<file path="src/rtl/mul_fu_controller_if.sv">
// Request, result and multiplier-side signals of the multiply functional-unit controller.
// The controller uses the slave view. The requesters, CDB and multiplier together use the master view.
interface mul_fu_controller_if #(
  parameter int NUM_REQ       = 2,
  parameter int OPERAND_WIDTH = 32,
  parameter int TAG_WIDTH     = 5
);
  logic                               flush;
  logic [NUM_REQ-1:0]                 req_valid;
  logic [NUM_REQ-1:0]                 req_ready;
  logic [NUM_REQ*3-1:0]               req_funct3;
  logic [NUM_REQ*OPERAND_WIDTH-1:0]   req_a;
  logic [NUM_REQ*OPERAND_WIDTH-1:0]   req_b;
  logic [NUM_REQ*TAG_WIDTH-1:0]       req_tag;
  logic                               resp_valid;
  logic                               resp_ready;
  logic [OPERAND_WIDTH-1:0]           resp_data;
  logic [TAG_WIDTH-1:0]               resp_tag;
  logic                               busy;
  logic                               mul_start;
  logic [1:0]                         mul_type;
  logic [OPERAND_WIDTH-1:0]           mul_a;
  logic [OPERAND_WIDTH-1:0]           mul_b;
  logic [2*OPERAND_WIDTH-1:0]         mul_p;
  logic                               mul_done;

  modport slave (
    input  flush, req_valid, req_funct3, req_a, req_b, req_tag, resp_ready, mul_p, mul_done,
    output req_ready, resp_valid, resp_data, resp_tag, busy, mul_start, mul_type, mul_a, mul_b
  );

  modport master (
    output flush, req_valid, req_funct3, req_a, req_b, req_tag, resp_ready, mul_p, mul_done,
    input  req_ready, resp_valid, resp_data, resp_tag, busy, mul_start, mul_type, mul_a, mul_b
  );
endinterface

</file>
<file path="src/rtl/mul_fu_controller.sv">
// Multiply FU controller: round-robin arbitration over requesters, M-extension decode,
// start/done sequencing of a shared shift-add multiplier, and a tagged single-entry result.
//
// state | meaning
// IDLE  | arbitrate; grant the first valid requester at or after rr_ptr
// ISSUE | mul_start held high with stable operands until mul_done
// RESP  | resp_valid held with stable data/tag until resp_ready or flush
module mul_fu_controller #(
  parameter int NUM_REQ       = 2,
  parameter int OPERAND_WIDTH = 32,
  parameter int TAG_WIDTH     = 5
) (
  input  logic                clk,
  input  logic                rst,
  mul_fu_controller_if.slave  bus
);

  localparam int PTR_W = (NUM_REQ > 1) ? $clog2(NUM_REQ) : 1;

  localparam logic [1:0] IDLE  = 2'd0;
  localparam logic [1:0] ISSUE = 2'd1;
  localparam logic [1:0] RESP  = 2'd2;

  logic [1:0]               state;
  logic [PTR_W-1:0]         rr_ptr;
  logic                     kill;
  logic [OPERAND_WIDTH-1:0] a_q;
  logic [OPERAND_WIDTH-1:0] b_q;
  logic [1:0]               type_q;
  logic                     hi_q;
  logic [TAG_WIDTH-1:0]     tag_q;
  logic [OPERAND_WIDTH-1:0] data_q;

  logic                     arb_en;
  logic                     found;
  logic [NUM_REQ-1:0]       grant;
  logic [PTR_W-1:0]         grant_idx;
  logic [PTR_W-1:0]         cand;
  logic [PTR_W-1:0]         rr_next;
  logic [1:0]               sel_f;
  logic [1:0]               sel_type;
  logic                     sel_hi;
  logic                     drop;

  // No grant outside IDLE, while flushing, or while reset is held.
  assign arb_en = (state == IDLE) && !bus.flush && !rst;

  always_comb begin
    grant     = '0;
    grant_idx = '0;
    cand      = '0;
    found     = 1'b0;
    for (int i = 0; i < NUM_REQ; i++) begin
      int sum;
      sum = int'(rr_ptr) + i;
      if (sum >= NUM_REQ) begin
        sum = sum - NUM_REQ;
      end
      cand = PTR_W'(sum);
      if (arb_en && !found && bus.req_valid[cand]) begin
        found           = 1'b1;
        grant[cand]     = 1'b1;
        grant_idx       = cand;
      end
    end
  end

  assign rr_next = (grant_idx == PTR_W'(NUM_REQ - 1)) ? '0 : grant_idx + 1'b1;

  // funct3[1:0]: 00 MUL lo, 01 MULH hi s*s, 10 MULHSU hi s*u, 11 MULHU hi u*u.
  assign sel_f    = bus.req_funct3[int'(grant_idx)*3 +: 2];
  assign sel_hi   = (sel_f != 2'b00);
  assign sel_type = (sel_f == 2'b01) ? 2'd1 :
                    (sel_f == 2'b10) ? 2'd2 : 2'd0;

  // A flush arriving on the done cycle itself still discards the result.
  assign drop = kill || bus.flush;

  always_ff @(posedge clk) begin
    if (rst) begin
      state  <= IDLE;
      rr_ptr <= '0;
      kill   <= 1'b0;
      a_q    <= '0;
      b_q    <= '0;
      type_q <= 2'd0;
      hi_q   <= 1'b0;
      tag_q  <= '0;
      data_q <= '0;
    end else begin
      case (state)
        IDLE: begin
          if (found) begin
            a_q    <= bus.req_a[int'(grant_idx)*OPERAND_WIDTH +: OPERAND_WIDTH];
            b_q    <= bus.req_b[int'(grant_idx)*OPERAND_WIDTH +: OPERAND_WIDTH];
            tag_q  <= bus.req_tag[int'(grant_idx)*TAG_WIDTH +: TAG_WIDTH];
            type_q <= sel_type;
            hi_q   <= sel_hi;
            rr_ptr <= rr_next;
            state  <= ISSUE;
          end
        end
        ISSUE: begin
          if (bus.flush) begin
            kill <= 1'b1;
          end
          // The multiplier cannot abort, so a killed op still waits for done.
          if (bus.mul_done) begin
            if (drop) begin
              kill  <= 1'b0;
              state <= IDLE;
            end else begin
              data_q <= hi_q ? bus.mul_p[2*OPERAND_WIDTH-1:OPERAND_WIDTH]
                             : bus.mul_p[OPERAND_WIDTH-1:0];
              state  <= RESP;
            end
          end
        end
        RESP: begin
          if (bus.flush || bus.resp_ready) begin
            state <= IDLE;
          end
        end
        default: begin
          state <= IDLE;
        end
      endcase
    end
  end

  assign bus.req_ready  = grant;
  assign bus.resp_valid = (state == RESP);
  assign bus.resp_data  = data_q;
  assign bus.resp_tag   = tag_q;
  assign bus.busy       = (state != IDLE);
  assign bus.mul_start  = (state == ISSUE);
  assign bus.mul_type   = type_q;
  assign bus.mul_a      = a_q;
  assign bus.mul_b      = b_q;

endmodule

</file>
<file path="src/flat_wrapper.sv">
// flat-port wrapper written by rule: the top's interface ports become plain ports
module mul_fu_controller_flat 
#(
  parameter int NUM_REQ       = 2,
  parameter int OPERAND_WIDTH = 32,
  parameter int TAG_WIDTH     = 5
)
  (clk, rst, bus_flush, bus_req_valid, bus_req_funct3, bus_req_a, bus_req_b, bus_req_tag, bus_resp_ready, bus_mul_p, bus_mul_done, bus_req_ready, bus_resp_valid, bus_resp_data, bus_resp_tag, bus_busy, bus_mul_start, bus_mul_type, bus_mul_a, bus_mul_b);
  mul_fu_controller_if #(.NUM_REQ(NUM_REQ), .OPERAND_WIDTH(OPERAND_WIDTH), .TAG_WIDTH(TAG_WIDTH)) bus_i ();
  input  logic clk;
  input  logic rst;
  input wire logic [$bits(bus_i.flush)-1:0] bus_flush;
  input wire logic [$bits(bus_i.req_valid)-1:0] bus_req_valid;
  input wire logic [$bits(bus_i.req_funct3)-1:0] bus_req_funct3;
  input wire logic [$bits(bus_i.req_a)-1:0] bus_req_a;
  input wire logic [$bits(bus_i.req_b)-1:0] bus_req_b;
  input wire logic [$bits(bus_i.req_tag)-1:0] bus_req_tag;
  input wire logic [$bits(bus_i.resp_ready)-1:0] bus_resp_ready;
  input wire logic [$bits(bus_i.mul_p)-1:0] bus_mul_p;
  input wire logic [$bits(bus_i.mul_done)-1:0] bus_mul_done;
  output wire logic [$bits(bus_i.req_ready)-1:0] bus_req_ready;
  output wire logic [$bits(bus_i.resp_valid)-1:0] bus_resp_valid;
  output wire logic [$bits(bus_i.resp_data)-1:0] bus_resp_data;
  output wire logic [$bits(bus_i.resp_tag)-1:0] bus_resp_tag;
  output wire logic [$bits(bus_i.busy)-1:0] bus_busy;
  output wire logic [$bits(bus_i.mul_start)-1:0] bus_mul_start;
  output wire logic [$bits(bus_i.mul_type)-1:0] bus_mul_type;
  output wire logic [$bits(bus_i.mul_a)-1:0] bus_mul_a;
  output wire logic [$bits(bus_i.mul_b)-1:0] bus_mul_b;
  assign bus_i.flush = bus_flush;
  assign bus_i.req_valid = bus_req_valid;
  assign bus_i.req_funct3 = bus_req_funct3;
  assign bus_i.req_a = bus_req_a;
  assign bus_i.req_b = bus_req_b;
  assign bus_i.req_tag = bus_req_tag;
  assign bus_i.resp_ready = bus_resp_ready;
  assign bus_i.mul_p = bus_mul_p;
  assign bus_i.mul_done = bus_mul_done;
  assign bus_req_ready = bus_i.req_ready;
  assign bus_resp_valid = bus_i.resp_valid;
  assign bus_resp_data = bus_i.resp_data;
  assign bus_resp_tag = bus_i.resp_tag;
  assign bus_busy = bus_i.busy;
  assign bus_mul_start = bus_i.mul_start;
  assign bus_mul_type = bus_i.mul_type;
  assign bus_mul_a = bus_i.mul_a;
  assign bus_mul_b = bus_i.mul_b;
  mul_fu_controller #(.NUM_REQ(NUM_REQ), .OPERAND_WIDTH(OPERAND_WIDTH), .TAG_WIDTH(TAG_WIDTH)) u_core (.clk(clk), .rst(rst), .bus(bus_i));
endmodule
</file>
<file path="config.mk">
export PLATFORM = sky130hd
export DESIGN_NAME = mul_fu_controller_flat
export DESIGN_NICKNAME = d
export VERILOG_FILES = /design/src/rtl/mul_fu_controller_if.sv /design/src/rtl/mul_fu_controller.sv /design/src/flat_wrapper.sv
export SDC_FILE = /design/constraint.sdc
export NUM_CORES = 1
export LEC_CHECK = 0
export CAP_MARGIN = 10
export CELL_PAD_IN_SITES_DETAIL_PLACEMENT = 2
export CELL_PAD_IN_SITES_GLOBAL_PLACEMENT = 2
export CORE_MARGIN = 10
export CORE_UTILIZATION = 19
export DETAILED_ROUTE_END_ITERATION = 8
export PLACE_DENSITY = 0.79
export SETUP_SLACK_MARGIN = 0.1
export SYNTH_ARGS = -nofsm -noshare
export SYNTH_HDL_FRONTEND = slang
export SYNTH_SLANG_ARGS = --single-unit
</file>
<file path="constraint.sdc">
create_clock -name clk -period 1.78 [get_ports clk]
set_input_delay 0.356 -clock clk [delete_from_list [all_inputs] [get_ports clk]]
set_output_delay 0.356 -clock clk [all_outputs]
set_load 0.05 [all_outputs]
</file>
==> out/metrics.cfg <==
[timing]
min_period_ns = 1.99
finalHoldViolCount = 0
maxSlewHeadroom = 0.530
rsz0062_at_grt = yes
finalWorstSetupSlack_ns = -0.210
setup_viol = 60
finalCritPeriodShare = 1.12
fmax_ghz = 0.502
fin_skew_ns = 0.0117
fin_tns_setup_ns = -5.18
maxSlewViolCount = 0
worst_pin_slew_ns = 0.705

[layout]
stdcell_area_sq_mm = 0.00898
drive_above_1_share = 0.272
area_growth_pct = 92.3
nets = 1042
final_cells = 1157
fin_util = 0.370

[placement]
placedCellCount = 1123
dpl_cell_area_sq_mm = 0.00816
place.gp.congestion = 0.772
io_buffers = 320
place_hpwl_mm = 18.7

[detailed_routing]
drc = 0
num_vias = 5379
ant_nets = 0
via_per_inst = 4.65
wl_per_cell_um = 22.0
wirelength_mm = 25.5
firstDrtPassIters = 4
drt-initial-drc-count = 253

[synth]
synth_top_area_frac = 0.463
synth-seq-cells = 108
yosysWarnings = 0
synthFlopType = dfxtp_1
synth_cell_types = 30
synthCells = 498
synth_common_cells = dfxtp_1 (108), a21oi_1 (72), nand2_1 (69)
syn_area_sq_mm = 0.00467
syn_nets = 713
post-synth-top-count-cell = dfxtp_1
synth.area.top_cells = dfxtp_1 (46%), o221ai_1 (10%), a21oi_1 (7.7%)
synth_edf_count = 0
ys_async_sr_fraction = 0
seq_area_frac_synth = 0.463
synth_top_cell_by_area = dfxtp_1
avgSynthCellArea_sq_um = 9.38

[power]
cellLeakagePower_nw = 3.23
fin_total_pwr_mw = 6.34
p_per_area_mw_per_mm2 = 706
peakVddDrop_uv = 293

[global_route]
grt_pass1_wl_mm = 36.5
grt_pass1_vias = 5912
antenna_found_initial = 1
grt_usage = 0.150
grt_max_degree = 59
globalRoute.totalOverflow = 0

[floorplan]
num_rows = 57
die-area_sq_mm = 0.0312
pin_count = 323
die_w_um = 177
core_sq_mm = 0.0242
start_util = 0.193
die_height_um = 177

[worst_hold_path]
hp-class = reg2reg

[clocking]
cts_root_buf = clkbuf_16
cts_tree = yes
clk_pin_slew_ns = 0.08
cts.sinks = 108
holdBufCountCts = 0
cts_buffers = 9
cts_buffer_depth = 2
htree_levels = 3
clock_insertion_delay_worst_skew_ns = 0.35

[critical_path]
required_ns = 1.42
critPathKind = reg2out
path_max_fanout = 3
worstSetupEndpointType = output pin
cp.arrival_ns = 1.63
start_kind = register

[run_status]
status = finished with violations
violations = setup timing

[flow_run]
max_cap_viol_count = 0

==> power breakdown <==
group | switching [mW] | internal [mW]
Combinational | 0.839 | 0.817
Sequential | 0.0560 | 2.51
Clock | 1.01 | 1.11
Total | 1.90 | 4.44
==> placed cells by master, fill, tap and decap left out, drive strengths merged <==
master         count
clkinv             2
o211a              1
nor2b              1
o21ai              2
nor3               1
a21oi             72
nand2b             1
mux2i             35
clkbuf            13
nor4               1
o221ai            69
clkdlybuf4s50    210
mux2               2
nand3b             2
nor2              39
or2                1
dlymetal6s2s       1
a211oi            34
and3               1
o31ai              2
bufinv             1
a311oi             1
buf              157
or4                1
nand2             69
dfxtp            108
and2b              1
diode              1
inv                4
==> metrics by stage <==
step                setup slack, ns  hold slack (ns)
global placement             -0.415            0.439
CTS                          -0.238            0.461
finish                       -0.210            0.460
global route                 -0.284            0.481
detailed placement           -0.447            0.449
floorplan                    0.0371            0.453
==> area by class of cell <==
cell class / count / area [sq um]
antenna: 1 / 2.50
fill: 2635 / 15300
sequential: 108 / 2160
inverter: 1 / 3.75
clock inverter: 6 / 70.1
tap: 324 / 405
timing repair buffer: 371 / 3710
clock buffer: 10 / 229
multi-input combinational: 336 / 2390
==> routing by layer <==
layer	up-vias	global-route usage	wire, um
met5	-	0	0
met4	0	0.0427	453
met3	21	0.0580	2220
met2	217	0.259	12500
met1	2616	0.168	10200
li1	2525	-	-
==> critical path: stages (launching register included) <==
cell	delay [ns]
dfxtp_2	0.34
or4_4	0.56
a211oi_4	0.21
buf_12	0.17
==> logic make-up after synthesis <==
logic type             Yosys count  synth area share
AOI/OAI and AO/OA              181             0.290
buffers and inverters           54            0.0616
muxes                           37            0.0799
and+or+nand+nor                118             0.105
DFF                            108             0.463
==> final timing paths <==
| check | from | end | slack [ns] | cells past startpoint |
|---|---|---|---|---|
| max | u_core.state[1] | bus_req_ready[0] | -0.21 | 3 |
| min reg2reg | u_core.bus.mul_a[12] | u_core.bus.mul_a[12] | 0.46 | 2 |
| min | u_core.bus.mul_a[12] | u_core.bus.mul_a[12] | 0.46 | 2 |
| max reg2reg | u_core.state[1] | u_core.bus.mul_b[11] | -0.21 | 8 |
==> sequential cells by signal, indices dropped and copies added, names as in the netlist <==
| register | flops |
|---|---|
| u_core.bus.mul_type | 2 |
| u_core.hi_q | 1 |
| u_core.bus.resp_tag | 5 |
| u_core.rr_ptr | 1 |
| u_core.bus.mul_b | 32 |
| u_core.kill | 1 |
| u_core.state | 2 |
| u_core.bus.mul_a | 32 |
| u_core.bus.resp_data | 32 |
==> what timing repair did <==
action,in CTS,in global routing
cloned,4,4
endpoints found under the setup margin,76,84
pin swaps,30,39
resized for setup,26,24
setup buffers,7,2
Note: power is estimated with default switching activity, not from simulation.
